===== config.mk =====
export PLATFORM = sky130hd
export DESIGN_NAME = axi_led_pwm_m
export DESIGN_NICKNAME = d
export VERILOG_FILES = /design/src/rtl/axi_led_pkg.sv /design/src/rtl/led_chan_m.sv /design/src/rtl/axi_led_pwm_m.sv
export SDC_FILE = /design/constraint.sdc
export NUM_CORES = 1
export LEC_CHECK = 0
export CELL_PAD_IN_SITES_DETAIL_PLACEMENT = 1
export CELL_PAD_IN_SITES_GLOBAL_PLACEMENT = 2
export CORE_MARGIN = 1.5
export CORE_UTILIZATION = 34
export CTS_CLUSTER_DIAMETER = 30
export DETAILED_ROUTE_END_ITERATION = 12
export GPL_ROUTABILITY_DRIVEN = 0
export PLACE_DENSITY_LB_ADDON = 0.1
export RECOVER_POWER = 100
export SLEW_MARGIN = 10
export SYNTH_ARGS = -nofsm -noshare
export SYNTH_HDL_FRONTEND = slang
export SYNTH_SLANG_ARGS = --single-unit

===== constraint.sdc =====
create_clock -name i_clk0 -period 2.3 [get_ports i_clk0]
set_clock_uncertainty 0.05 [all_clocks]
set_input_delay 0.46 -clock i_clk0 [delete_from_list [all_inputs] [get_ports i_clk0]]
set_output_delay 0.46 -clock i_clk0 [all_outputs]
set_load 0.005 [all_outputs]

===== src/rtl/axi_led_pkg.sv =====
// Shared types and constants for the AXI3 LED/PWM peripheral.
package axi_led_pkg;

    typedef enum logic [1:0] {
        ModeOff   = 2'd0,
        ModeOn    = 2'd1,
        ModeBlink = 2'd2,
        ModePwm   = 2'd3
    } led_mode_e;

    typedef enum logic [1:0] {
        WIdle,
        WData,
        WResp
    } wr_state_e;

    typedef enum logic {
        RIdle,
        RData
    } rd_state_e;

    // Word indices (byte address >> 2)
    localparam logic [9:0] REG_CFG     = 10'h000;
    localparam logic [9:0] REG_ID      = 10'h001;
    localparam logic [9:0] REG_CH_BASE = 10'h040;
    localparam logic [9:0] REG_STAT    = 10'h080;

    localparam logic [15:0] ID_MAGIC    = 16'h1ED0;
    localparam logic [1:0]  RESP_OKAY   = 2'b00;
    localparam logic [1:0]  RESP_SLVERR = 2'b10;

    function automatic logic [31:0] strb_mask(input logic [3:0] strb);
        logic [31:0] m;
        for (int i = 0; i < 4; i++) begin
            m[8*i +: 8] = {8{strb[i]}};
        end
        return m;
    endfunction

endpackage


===== src/rtl/led_chan_m.sv =====
// One LED channel: mode mux over the shared PWM counter, registered output.
module led_chan_m
    import axi_led_pkg::*;
#(
    parameter int unsigned PWM_W = 8
) (
    input  logic             clk,
    input  logic             rst_n,
    input  led_mode_e        mode,
    input  logic [PWM_W-1:0] duty,
    input  logic [PWM_W-1:0] cnt,
    output logic             led
);

    logic led_d;

    always_comb begin
        led_d = 1'b0;
        case (mode)
            ModeOff:   led_d = 1'b0;
            ModeOn:    led_d = 1'b1;
            ModeBlink: led_d = ~cnt[PWM_W-1];
            ModePwm:   led_d = (cnt < duty);
            default:   led_d = 1'b0;
        endcase
    end

    always_ff @(posedge clk or negedge rst_n) begin
        if (!rst_n) begin
            led <= 1'b0;
        end else begin
            led <= led_d;
        end
    end

endmodule


===== src/rtl/axi_led_pwm_m.sv =====
// AXI3 slave exposing per-channel LED modes (off/on/blink/pwm) over a prescaled timebase.
module axi_led_pwm_m
    import axi_led_pkg::*;
#(
    parameter int unsigned N_CH       = 8,
    parameter int unsigned PWM_W      = 8,
    parameter int unsigned PRESCALE_W = 16
) (
    input  logic            i_clk0,
    input  logic            i_rst,
    input  logic            i_awvalid,
    output logic            o_awready,
    input  logic [11:0]     i_awid,
    input  logic [11:0]     i_awaddr,
    input  logic [3:0]      i_awlen,
    input  logic            i_wvalid,
    output logic            o_wready,
    input  logic            i_wlast,
    input  logic [31:0]     i_wdata,
    input  logic [3:0]      i_wstrb,
    output logic            o_bvalid,
    input  logic            i_bready,
    output logic [11:0]     o_bid,
    output logic [1:0]      o_bresp,
    input  logic            i_arvalid,
    output logic            o_arready,
    input  logic [11:0]     i_arid,
    input  logic [11:0]     i_araddr,
    input  logic [3:0]      i_arlen,
    output logic            o_rvalid,
    input  logic            i_rready,
    output logic [11:0]     o_rid,
    output logic [31:0]     o_rdata,
    output logic [1:0]      o_rresp,
    output logic            o_rlast,
    output logic [N_CH-1:0] o_led
);

    localparam logic [31:0] ID_WORD = {ID_MAGIC, 8'(PWM_W), 8'(N_CH)};

    wr_state_e        wst_q;
    logic             awready_q, wready_q, bvalid_q, werr_q;
    logic [11:0]      bid_q;
    logic [1:0]       bresp_q;
    logic [9:0]       waddr_q;

    rd_state_e        rdst_q;
    logic             arready_q, rvalid_q, rlast_q;
    logic [11:0]      rid_q;
    logic [31:0]      rdata_q;
    logic [1:0]       rresp_q;
    logic [3:0]       rlen_q, rbeat_q, rbeat_nxt;

    logic [PRESCALE_W-1:0] cfg_q, presc_q;
    logic [PWM_W-1:0]      cnt_q;
    led_mode_e             ch_mode_q [N_CH];
    logic [PWM_W-1:0]      ch_duty_q [N_CH];
    logic [N_CH-1:0]       led;

    logic [9:0]  ar_idx;
    logic [31:0] rd_word, wr_old, wr_new;
    logic        rd_ok, wr_fire;
    logic        unused_addr_lsb;

    assign unused_addr_lsb = ^{i_awaddr[1:0], i_araddr[1:0]};
    assign ar_idx          = i_araddr[11:2];
    assign rbeat_nxt       = rbeat_q + 4'd1;

    function automatic logic is_ch(input logic [9:0] idx);
        return (idx >= REG_CH_BASE) && (idx < REG_CH_BASE + 10'(N_CH));
    endfunction

    // ---------------- read decode (sampled at AR handshake)
    always_comb begin
        rd_word = '0;
        rd_ok   = 1'b1;
        if (ar_idx == REG_CFG) begin
            rd_word = 32'(cfg_q);
        end else if (ar_idx == REG_ID) begin
            rd_word = ID_WORD;
        end else if (ar_idx == REG_STAT) begin
            rd_word = 32'(led);
        end else if (is_ch(ar_idx)) begin
            for (int n = 0; n < N_CH; n++) begin
                if (ar_idx == REG_CH_BASE + 10'(n)) begin
                    rd_word = 32'({ch_duty_q[n], 6'b0, ch_mode_q[n]});
                end
            end
        end else begin
            rd_ok = 1'b0;
        end
    end

    // ---------------- write merge: byte lanes over the current register image
    always_comb begin
        wr_old = '0;
        if (waddr_q == REG_CFG) begin
            wr_old = 32'(cfg_q);
        end
        for (int n = 0; n < N_CH; n++) begin
            if (waddr_q == REG_CH_BASE + 10'(n)) begin
                wr_old = 32'({ch_duty_q[n], 6'b0, ch_mode_q[n]});
            end
        end
        wr_new = (wr_old & ~strb_mask(i_wstrb)) | (i_wdata & strb_mask(i_wstrb));
    end

    assign wr_fire = (wst_q == WData) && i_wvalid && wready_q && !werr_q;

    // ---------------- write FSM
    always_ff @(posedge i_clk0 or negedge i_rst) begin
        if (!i_rst) begin
            wst_q     <= WIdle;
            awready_q <= 1'b0;
            wready_q  <= 1'b0;
            bvalid_q  <= 1'b0;
            bid_q     <= '0;
            bresp_q   <= RESP_OKAY;
            waddr_q   <= '0;
            werr_q    <= 1'b0;
        end else begin
            case (wst_q)
                WIdle: begin
                    awready_q <= 1'b1;
                    if (i_awvalid && awready_q) begin
                        awready_q <= 1'b0;
                        wready_q  <= 1'b1;
                        waddr_q   <= i_awaddr[11:2];
                        bid_q     <= i_awid;
                        werr_q    <= (i_awlen != 4'd0) ||
                                     !((i_awaddr[11:2] == REG_CFG) || is_ch(i_awaddr[11:2]));
                        wst_q     <= WData;
                    end
                end
                WData: begin
                    if (i_wvalid && wready_q && i_wlast) begin
                        wready_q <= 1'b0;
                        bvalid_q <= 1'b1;
                        bresp_q  <= werr_q ? RESP_SLVERR : RESP_OKAY;
                        wst_q    <= WResp;
                    end
                end
                WResp: begin
                    if (i_bready) begin
                        bvalid_q  <= 1'b0;
                        awready_q <= 1'b1;
                        wst_q     <= WIdle;
                    end
                end
                default: wst_q <= WIdle;
            endcase
        end
    end

    // ---------------- register file
    always_ff @(posedge i_clk0 or negedge i_rst) begin
        if (!i_rst) begin
            cfg_q <= '0;
            for (int n = 0; n < N_CH; n++) begin
                ch_mode_q[n] <= ModeOff;
                ch_duty_q[n] <= '0;
            end
        end else if (wr_fire) begin
            if (waddr_q == REG_CFG) begin
                cfg_q <= wr_new[PRESCALE_W-1:0];
            end
            for (int n = 0; n < N_CH; n++) begin
                if (waddr_q == REG_CH_BASE + 10'(n)) begin
                    ch_mode_q[n] <= led_mode_e'(wr_new[1:0]);
                    ch_duty_q[n] <= wr_new[8 +: PWM_W];
                end
            end
        end
    end

    // ---------------- read FSM
    always_ff @(posedge i_clk0 or negedge i_rst) begin
        if (!i_rst) begin
            rdst_q    <= RIdle;
            arready_q <= 1'b0;
            rvalid_q  <= 1'b0;
            rlast_q   <= 1'b0;
            rid_q     <= '0;
            rdata_q   <= '0;
            rresp_q   <= RESP_OKAY;
            rlen_q    <= '0;
            rbeat_q   <= '0;
        end else begin
            case (rdst_q)
                RIdle: begin
                    arready_q <= 1'b1;
                    if (i_arvalid && arready_q) begin
                        arready_q <= 1'b0;
                        rvalid_q  <= 1'b1;
                        rid_q     <= i_arid;
                        rlen_q    <= i_arlen;
                        rbeat_q   <= '0;
                        rlast_q   <= (i_arlen == 4'd0);
                        if ((i_arlen == 4'd0) && rd_ok) begin
                            rdata_q <= rd_word;
                            rresp_q <= RESP_OKAY;
                        end else begin
                            rdata_q <= '0;
                            rresp_q <= RESP_SLVERR;
                        end
                        rdst_q <= RData;
                    end
                end
                RData: begin
                    if (i_rready) begin
                        if (rlast_q) begin
                            rvalid_q  <= 1'b0;
                            rlast_q   <= 1'b0;
                            arready_q <= 1'b1;
                            rdst_q    <= RIdle;
                        end else begin
                            rbeat_q <= rbeat_nxt;
                            rlast_q <= (rbeat_nxt == rlen_q);
                        end
                    end
                end
                default: rdst_q <= RIdle;
            endcase
        end
    end

    // ---------------- timebase: new CFG is only picked up at the next reload
    always_ff @(posedge i_clk0 or negedge i_rst) begin
        if (!i_rst) begin
            presc_q <= '0;
            cnt_q   <= '0;
        end else if (presc_q == '0) begin
            presc_q <= cfg_q;
            cnt_q   <= cnt_q + PWM_W'(1);
        end else begin
            presc_q <= presc_q - PRESCALE_W'(1);
        end
    end

    for (genvar g = 0; g < N_CH; g++) begin : g_chan
        led_chan_m #(
            .PWM_W (PWM_W)
        ) u_chan (
            .clk   (i_clk0),
            .rst_n (i_rst),
            .mode  (ch_mode_q[g]),
            .duty  (ch_duty_q[g]),
            .cnt   (cnt_q),
            .led   (led[g])
        );
    end

    assign o_awready = awready_q;
    assign o_wready  = wready_q;
    assign o_bvalid  = bvalid_q;
    assign o_bid     = bid_q;
    assign o_bresp   = bresp_q;
    assign o_arready = arready_q;
    assign o_rvalid  = rvalid_q;
    assign o_rid     = rid_q;
    assign o_rdata   = rdata_q;
    assign o_rresp   = rresp_q;
    assign o_rlast   = rlast_q;
    assign o_led     = led;

endmodule


### Word-level counts from Yosys, hierarchy flattened

Index checks and enable logic that the tools add are counted.
W data, S select, Z words.

| cells by class | value |
|---|---|
| add/subtract/negate cells | 3 |
| multiply operators | 0 |
| div/mod/pow operators | 0 |
| order comparisons | 12 |
| equality and inequality tests | 52 |
| shift-type cells | 0 |
| muxes and demuxes | 70 |
| bitwise gates (word level) | 6 |
| reductions and logical operators | 52 |

Operators by type and width:

| kind | count |
|---|---|
| $mux W32 | 12 |
| $mux W16 | 11 |
| $eq A10 B7 Y1 const B | 16 |
| $lt A8 B8 Y1 | 8 |
| $eq A2 B2 Y1 const B | 17 |
| $and A16 B16 Y16 | 2 |
| $pmux W1 S4 | 8 |
| $logic_not A10 Y1 | 3 |
| $reduce_and A2 Y1 | 15 |
| $mux W1 | 22 |
| $ge A10 B7 Y1 const B | 2 |
| $lt A10 B7 Y1 const B | 2 |
| $eq A2 B1 Y1 const B | 9 |
| $logic_not A2 Y1 | 9 |
| $logic_not A16 Y1 | 1 |
| $not A16 Y16 | 1 |
| $or A16 B16 Y16 | 1 |
| $sub A16 B1 Y16 const B | 1 |
| $reduce_and A3 Y1 | 5 |
| $pmux W1 S2 | 7 |
| $mux W4 | 3 |
| $eq A10 B1 Y1 const B | 1 |
| $eq A10 B8 Y1 const B | 1 |
| $logic_and A1 B1 Y1 | 10 |
| 14 further kinds | 28 |

| word-level totals | value |
|---|---|
| register bits after elaboration | 216 |
| latch bits | 0 |
| bits in writable memories | 0 |
| bits in read-only memories | 0 |
| input bits | 100 |
| output and inout bits | 74 |
| word-level logic and storage cells | 239 |
| memories | 0 |

### Logic depth before layout (Yosys ltp)

Gate-level depths: netlist (run 1).

| logic depth | value |
|---|---|
| depth in word-level cells | 14 |
| mapped depth | 8 |
| gate-level depth less buffers | 7 |

### Modules after synthesis

From an unflattened synthesis (run 1), not the netlist that was laid out.

| second synthesis, totals | value |
|---|---|
| cell total of the unflattened synthesis | 1253 |
| area, all modules | 11644.9 um2 |

Modules (own cells, without submodules):

| module | times used | cells an instance | area an instance (um2) | sequential area each (um2) |
|---|---|---|---|---|
| axi_led_pwm_m | 1 | 1029 | 9863.2 | 4779.6 |
| led_chan_m | 8 | 28 | 222.7 | 25.0 |

### Worst setup path after synthesis (run 1)

Ideal clock, no wire load.

| timing | value |
|---|---|
| path kind | flip-flop to flip-flop |
| start | register presc_q[0] |
| end | register cnt_q[7] |
| setup time | 0.081 ns |
| arrival time | 1.973 ns |
| required time | 2.169 ns |
| setup slack | 0.196 ns |
| stages on the path, launching flop included | 8 |
| path buffers | 0 |
| clock period less this slack | 2.104 ns |
| cells stage by stage | dfrtp_1 -> inv_1 -> ha_1 -> nor2b_1 -> nand3_1 -> or4_4 -> nor4b_4 -> xor2_1 |

| between the ends | value |
|---|---|
| longest elaborated chain between the ends | 1 |

RTL lines:

| item | line | source |
|---|---|---|
| start, declared | axi_led_pwm_m.sv:54 | `logic [PRESCALE_W-1:0] cfg_q, presc_q;` |
| start signal, assigned | axi_led_pwm_m.sv:233 | `presc_q <= cfg_q;` |
| start signal, assigned | axi_led_pwm_m.sv:236 | `presc_q <= presc_q - PRESCALE_W'(1);` |
| $logic_not A16 Y1 | axi_led_pwm_m.sv:232 | `end else if (presc_q == '0) begin` |
| end signal, assigned | axi_led_pwm_m.sv:234 | `cnt_q <= cnt_q + PWM_W'(1);` |
| end, declared | axi_led_pwm_m.sv:55 | `logic [PWM_W-1:0] cnt_q;` |

Every way passes these cells.
A chain may end at the register's enable or synchronous reset.

### Worst setup path after layout (run 1)

| timing | value |
|---|---|
| start | register waddr_q[2] |
| end | register ch_duty_q[29] (netlist name) |

| between the ends | value |
|---|---|
| longest elaborated chain between the ends | 12 |
| elaborated cells between the ends (all ways) | 21 |
| classes of those cells | eq/ne: 8; mux: 9; bitwise: 2; reduce/logical: 2 |

RTL lines:

| item | line | source |
|---|---|---|
| start, declared | axi_led_pwm_m.sv:45 | `logic [9:0] waddr_q;` |
| start signal, assigned | axi_led_pwm_m.sv:128 | `waddr_q <= i_awaddr[11:2];` |
| $logic_not A10 Y1 | axi_led_pwm_m.sv:97 | `if (waddr_q == REG_CFG) begin` |
| $mux W16 | axi_led_pwm_m.sv:97 |  |
| $mux W16 (8 in series) | axi_led_pwm_m.sv:101 | `if (waddr_q == REG_CH_BASE + 10'(n)) begin` |
| $and A16 B16 Y16 | axi_led_pwm_m.sv:105 | `wr_new = (wr_old & ~strb_mask(i_wstrb)) \| (i_wdata & strb_mask(i_wstrb));` |
| $or A16 B16 Y16 | axi_led_pwm_m.sv:105 |  |
| end signal, assigned by index | axi_led_pwm_m.sv:170 | `ch_duty_q[n] <= wr_new[8 +: PWM_W];` |
| end, declared | axi_led_pwm_m.sv:57 | `logic [PWM_W-1:0] ch_duty_q [N_CH];` |

Parallel ways exist; a longest one is shown, timed or not.

==> flow_metrics.env, run 1 <==
export IMPL_htree_levels=4
export IMPL_cpLargestDelayFamily="compound AO/OA/AOI/OAI gates"
export IMPL_drc=0
export IMPL_fp_dieH_um=190
export IMPL_critPathMaxFanout=10
export IMPL_via_per_inst=5.47
export IMPL_synthFlopType="dfrtp_1"
export IMPL_ir_drop_mv=0.564
export IMPL_io_pins=174
export IMPL_clockRootBuffer="clkbuf_16"
export IMPL_use_met2=0.438
export IMPL_synth_area_um2=11900
export IMPL_cellLeakagePower_nw=6.94
export IMPL_final_max_slew_viol_count=0
export IMPL_place_hpwl_um=36600
export IMPL_fin_cells=2001
export IMPL_combPwrFrac=0.362
export IMPL_yosys_warnings=0
export IMPL_ant_nets=0
export IMPL_grt_usage=0.265
export IMPL_path_buf_inv=2
export IMPL_ys_seq_area_frac=0.418
export IMPL_clkPwrFrac=0.253
export IMPL_setup_tns_ns=0
export IMPL_n_antenna_cell=0
export IMPL_io_buffers=140
export IMPL_worst_setup_path_start_kind="register"
export IMPL_power_density_nw_per_um2=797
export IMPL_fin_crit_ns=2.26
export IMPL_fin_crit_sh=0.981
export IMPL_coreArea_um2=34500
export IMPL_drt_first_iter_violations=622
export IMPL_avgRoutedWirePerCell_um=23.1
export IMPL_p_sw_mw=4.54
export IMPL_cp_cell_sequence="buf_12 > and3b_1 > o311ai_0 > a211oi_2 > a211oi_4 > buf_4 > o21ai_0"
export IMPL_status="finished clean"
export IMPL_tightest_slew_ns=1.02
export IMPL_syn_inst=1256
export IMPL_seqPwrFrac=0.385
export IMPL_clk_latency_ns=0.47
export IMPL_antenna_found_initial=0
export IMPL_vias=10900
export IMPL_grt_pass1_vias=11400
export IMPL_nNetsFinal=1692
export IMPL_overflow=0
export IMPL_finalWirelength_um=46300
export IMPL_cts_tree="built"
export IMPL_hold_violations=0
export IMPL_use_met3=0.0421
export IMPL_p_int_mw=7.88
export IMPL_postSynth_asyncResetShare=1.00
export IMPL_min_path_type="reg2reg"
export IMPL_dp_cells=1967
export IMPL_max_slew_margin_rel=0.323
export IMPL_grt_use_met1=0.357
export IMPL_syn_to_final_growth_pct=30.9
export IMPL_die_width_um=190
export IMPL_cts_path_max_buffers=2
export IMPL_fmax_mhz=443
export IMPL_critPathMaxStageDelay_ns=0.53
export IMPL_globalRoute_busiestLayer="met2"
export IMPL_required_ns=2.60
export IMPL_sw_frac_of_total=0.366
export IMPL_avgSynthCellArea_um2=9.48
export IMPL_num_rows=68
export IMPL_grt_pass1_wl_um=70700
export IMPL_start_util=0.345
export IMPL_drive_above_1_share=0.207
export IMPL_ys_seq_elements=199
export IMPL_worst_ep_arrival_time_ns=2.55
export IMPL_grt_max_degree=56
export IMPL_clock_sinks=199
export IMPL_drv_cap=0
export IMPL_cts_clk_slew_worst_paths_ns=0.08
export IMPL_dieArea_um2=36200
export IMPL_critPathKind="reg2reg"
export IMPL_synth_edf_count=0
export IMPL_crit_slowest_cell="dfrtp_1"
export IMPL_finalSetupViolations=0
export IMPL_cts_made_buffers=17
export IMPL_detail_route_first_pass_iterations=6
export IMPL_fillCellCount=3945
export IMPL_hold_ws_ns=0.423
export IMPL_cp_end_kind="register"
export IMPL_synthDistinctLibCells=82
## through the flow
step / cell area [µm²] / worst slack, ns / utilization / power, mW
2_1_floorplan: 11900 / 0.196 / - / 7.12
3_3_place_gp: 15100 / -0.394 / 0.436 / 9.30
3_5_place_dp: 15100 / -0.442 / 0.436 / 9.42
4_1_cts: 15700 / 0.0203 / 0.454 / 12.7
5_1_grt: 15600 / -0.0774 / 0.451 / 13.2
6_report: 15600 / 0.0439 / 0.451 / 12.4
## metal layers
layer | wire length (µm) | share of wire
met1 | 21000 | 0.45
met2 | 21900 | 0.47
met3 | 2170 | 0.047
met4 | 1200 | 0.026
met5 | 0 | 0
## what timing repair did
item,CTS,global route
gates resized for setup,1,11
hold endpoints to repair,47,0
cloned,0,0
pin swaps,0,1
endpoints found under the setup margin,13,46
hold buffers,1,0
setup buffers,1,0
## final timing paths
check	slack [ns]	start	end	depth (start not counted)
max in group asynchronous	0.40	i_rst	wst_q[0]	3
max	0.04	waddr_q[2]	ch_duty_q[29]	7
max reg2reg	0.04	waddr_q[2]	ch_duty_q[29]	7
min	0.42	o_rid[3]	o_rid[3]	2
min reg2reg	0.42	o_rid[3]	o_rid[3]	2
min in group asynchronous	0.49	i_rst	presc_q[13]	2
## flip-flops by register name (all words and copies together) (netlist names), 10 cells and up
signal     count
ch_duty_q     64
o_rdata       17
cfg_q         16
ch_mode_q     16
presc_q       16
o_bid         12
o_rid         12
waddr_q       10
## area by class of cell
| class | instances | area, µm² | share of cell area |
|---|---|---|---|
| repair buffers | 333 | 2870 | 0.184 |
| clock inverters | 13 | 156 | 0.0100 |
| flip-flops and latches | 199 | 4980 | 0.320 |
| well taps | 455 | 569 | 0.0365 |
| inverters | 79 | 297 | 0.0190 |
| multi-input cells | 903 | 6270 | 0.402 |
| clock buffers | 19 | 443 | 0.0284 |
## cells in the mapped netlist (16+ instances only)
master / n / area (µm²)
nand3_1: 37 / 185
nor2b_1: 19 / 119
mux2_2: 68 / 766
nor3_1: 22 / 110
buf_2: 19 / 95.1
mux2i_1: 40 / 400
buf_4: 26 / 195
ha_1: 59 / 738
nand2b_1: 16 / 100
dfrtp_1: 199 / 4980
nand4_1: 16 / 100
o31ai_1: 23 / 173
nor2_1: 51 / 191
nand2_1: 167 / 627
inv_1: 76 / 285
clkbuf_1: 32 / 120
a21oi_1: 50 / 250
o21ai_0: 102 / 510
## cell families (layout without fill, tap and decap cells)
| kind of cell | Yosys count | in the layout | share of synthesized area |
|---|---|---|---|
| AOI/OAI and AO/OA | 304 | 304 | 0.167 |
| xor gates and xnor gates | 20 | 20 | 0.0147 |
| adders and majority gates | 59 | 59 | 0.0620 |
| buffers and inverters | 164 | 444 | 0.0620 |
| DFF | 199 | 199 | 0.418 |
| muxes | 114 | 114 | 0.109 |
| other | 1 | 11 | 0.000315 |
| and+or+nand+nor | 395 | 395 | 0.167 |
## power by group through the flow
stage                     clock, mW  combinational [mW]  sequential, mW
after floorplan                   0                2.47            4.65
after global placement            0                4.43            4.87
after detailed placement          0                4.52            4.90
after CTS                      3.25                4.63            4.80
after global routing           3.36                4.95            4.88
final                          3.14                4.50            4.78
## cell usage in the layout (no fill, tap or decap), types with 6 or more instances in the layout
cell,count
dfrtp_1,196
nand2_1,167
buf_4,155
o21ai_0,103
inv_1,76
clkdlybuf4s50_1,74
mux2_2,68
dlygate4sd3_1,66
ha_1,59
nor2_1,50
a21oi_1,50
mux2i_1,40
nand3_1,34
o31ai_1,23
nor3_1,22
nor2b_1,19
clkbuf_16,17
nand2b_1,16
nand4_1,16
clkbuf_1,14
xnor2_1,12
a21o_1,11
conb_1,11
or3_1,10
o211ai_1,9
a22oi_1,9
clkbuf_2,9
a2111oi_0,8
xor2_1,8
a222oi_1,8
o21a_1,7
o221ai_1,7
o22ai_1,7
buf_12,7
a211oi_1,6
nor4_1,6
mux4_2,6
and2_1,6
## worst reg2reg max path, cell delays in order, from the launching register on
cell and delay, ns:
dfrtp_1 0.53, buf_12 0.21, and3b_1 0.18, o311ai_0 0.44
a211oi_2 0.18, a211oi_4 0.26, buf_4 0.19, o21ai_0 0.09
Note: power is estimated with default switching activity, not from simulation.
==> run 2, diff against run 1 <==
ABC_CLOCK_PERIOD_IN_PS = 2300   (was default)
==> results of run 2 <==
No change in the layout: final DEF, timing and power equal those of run 1.
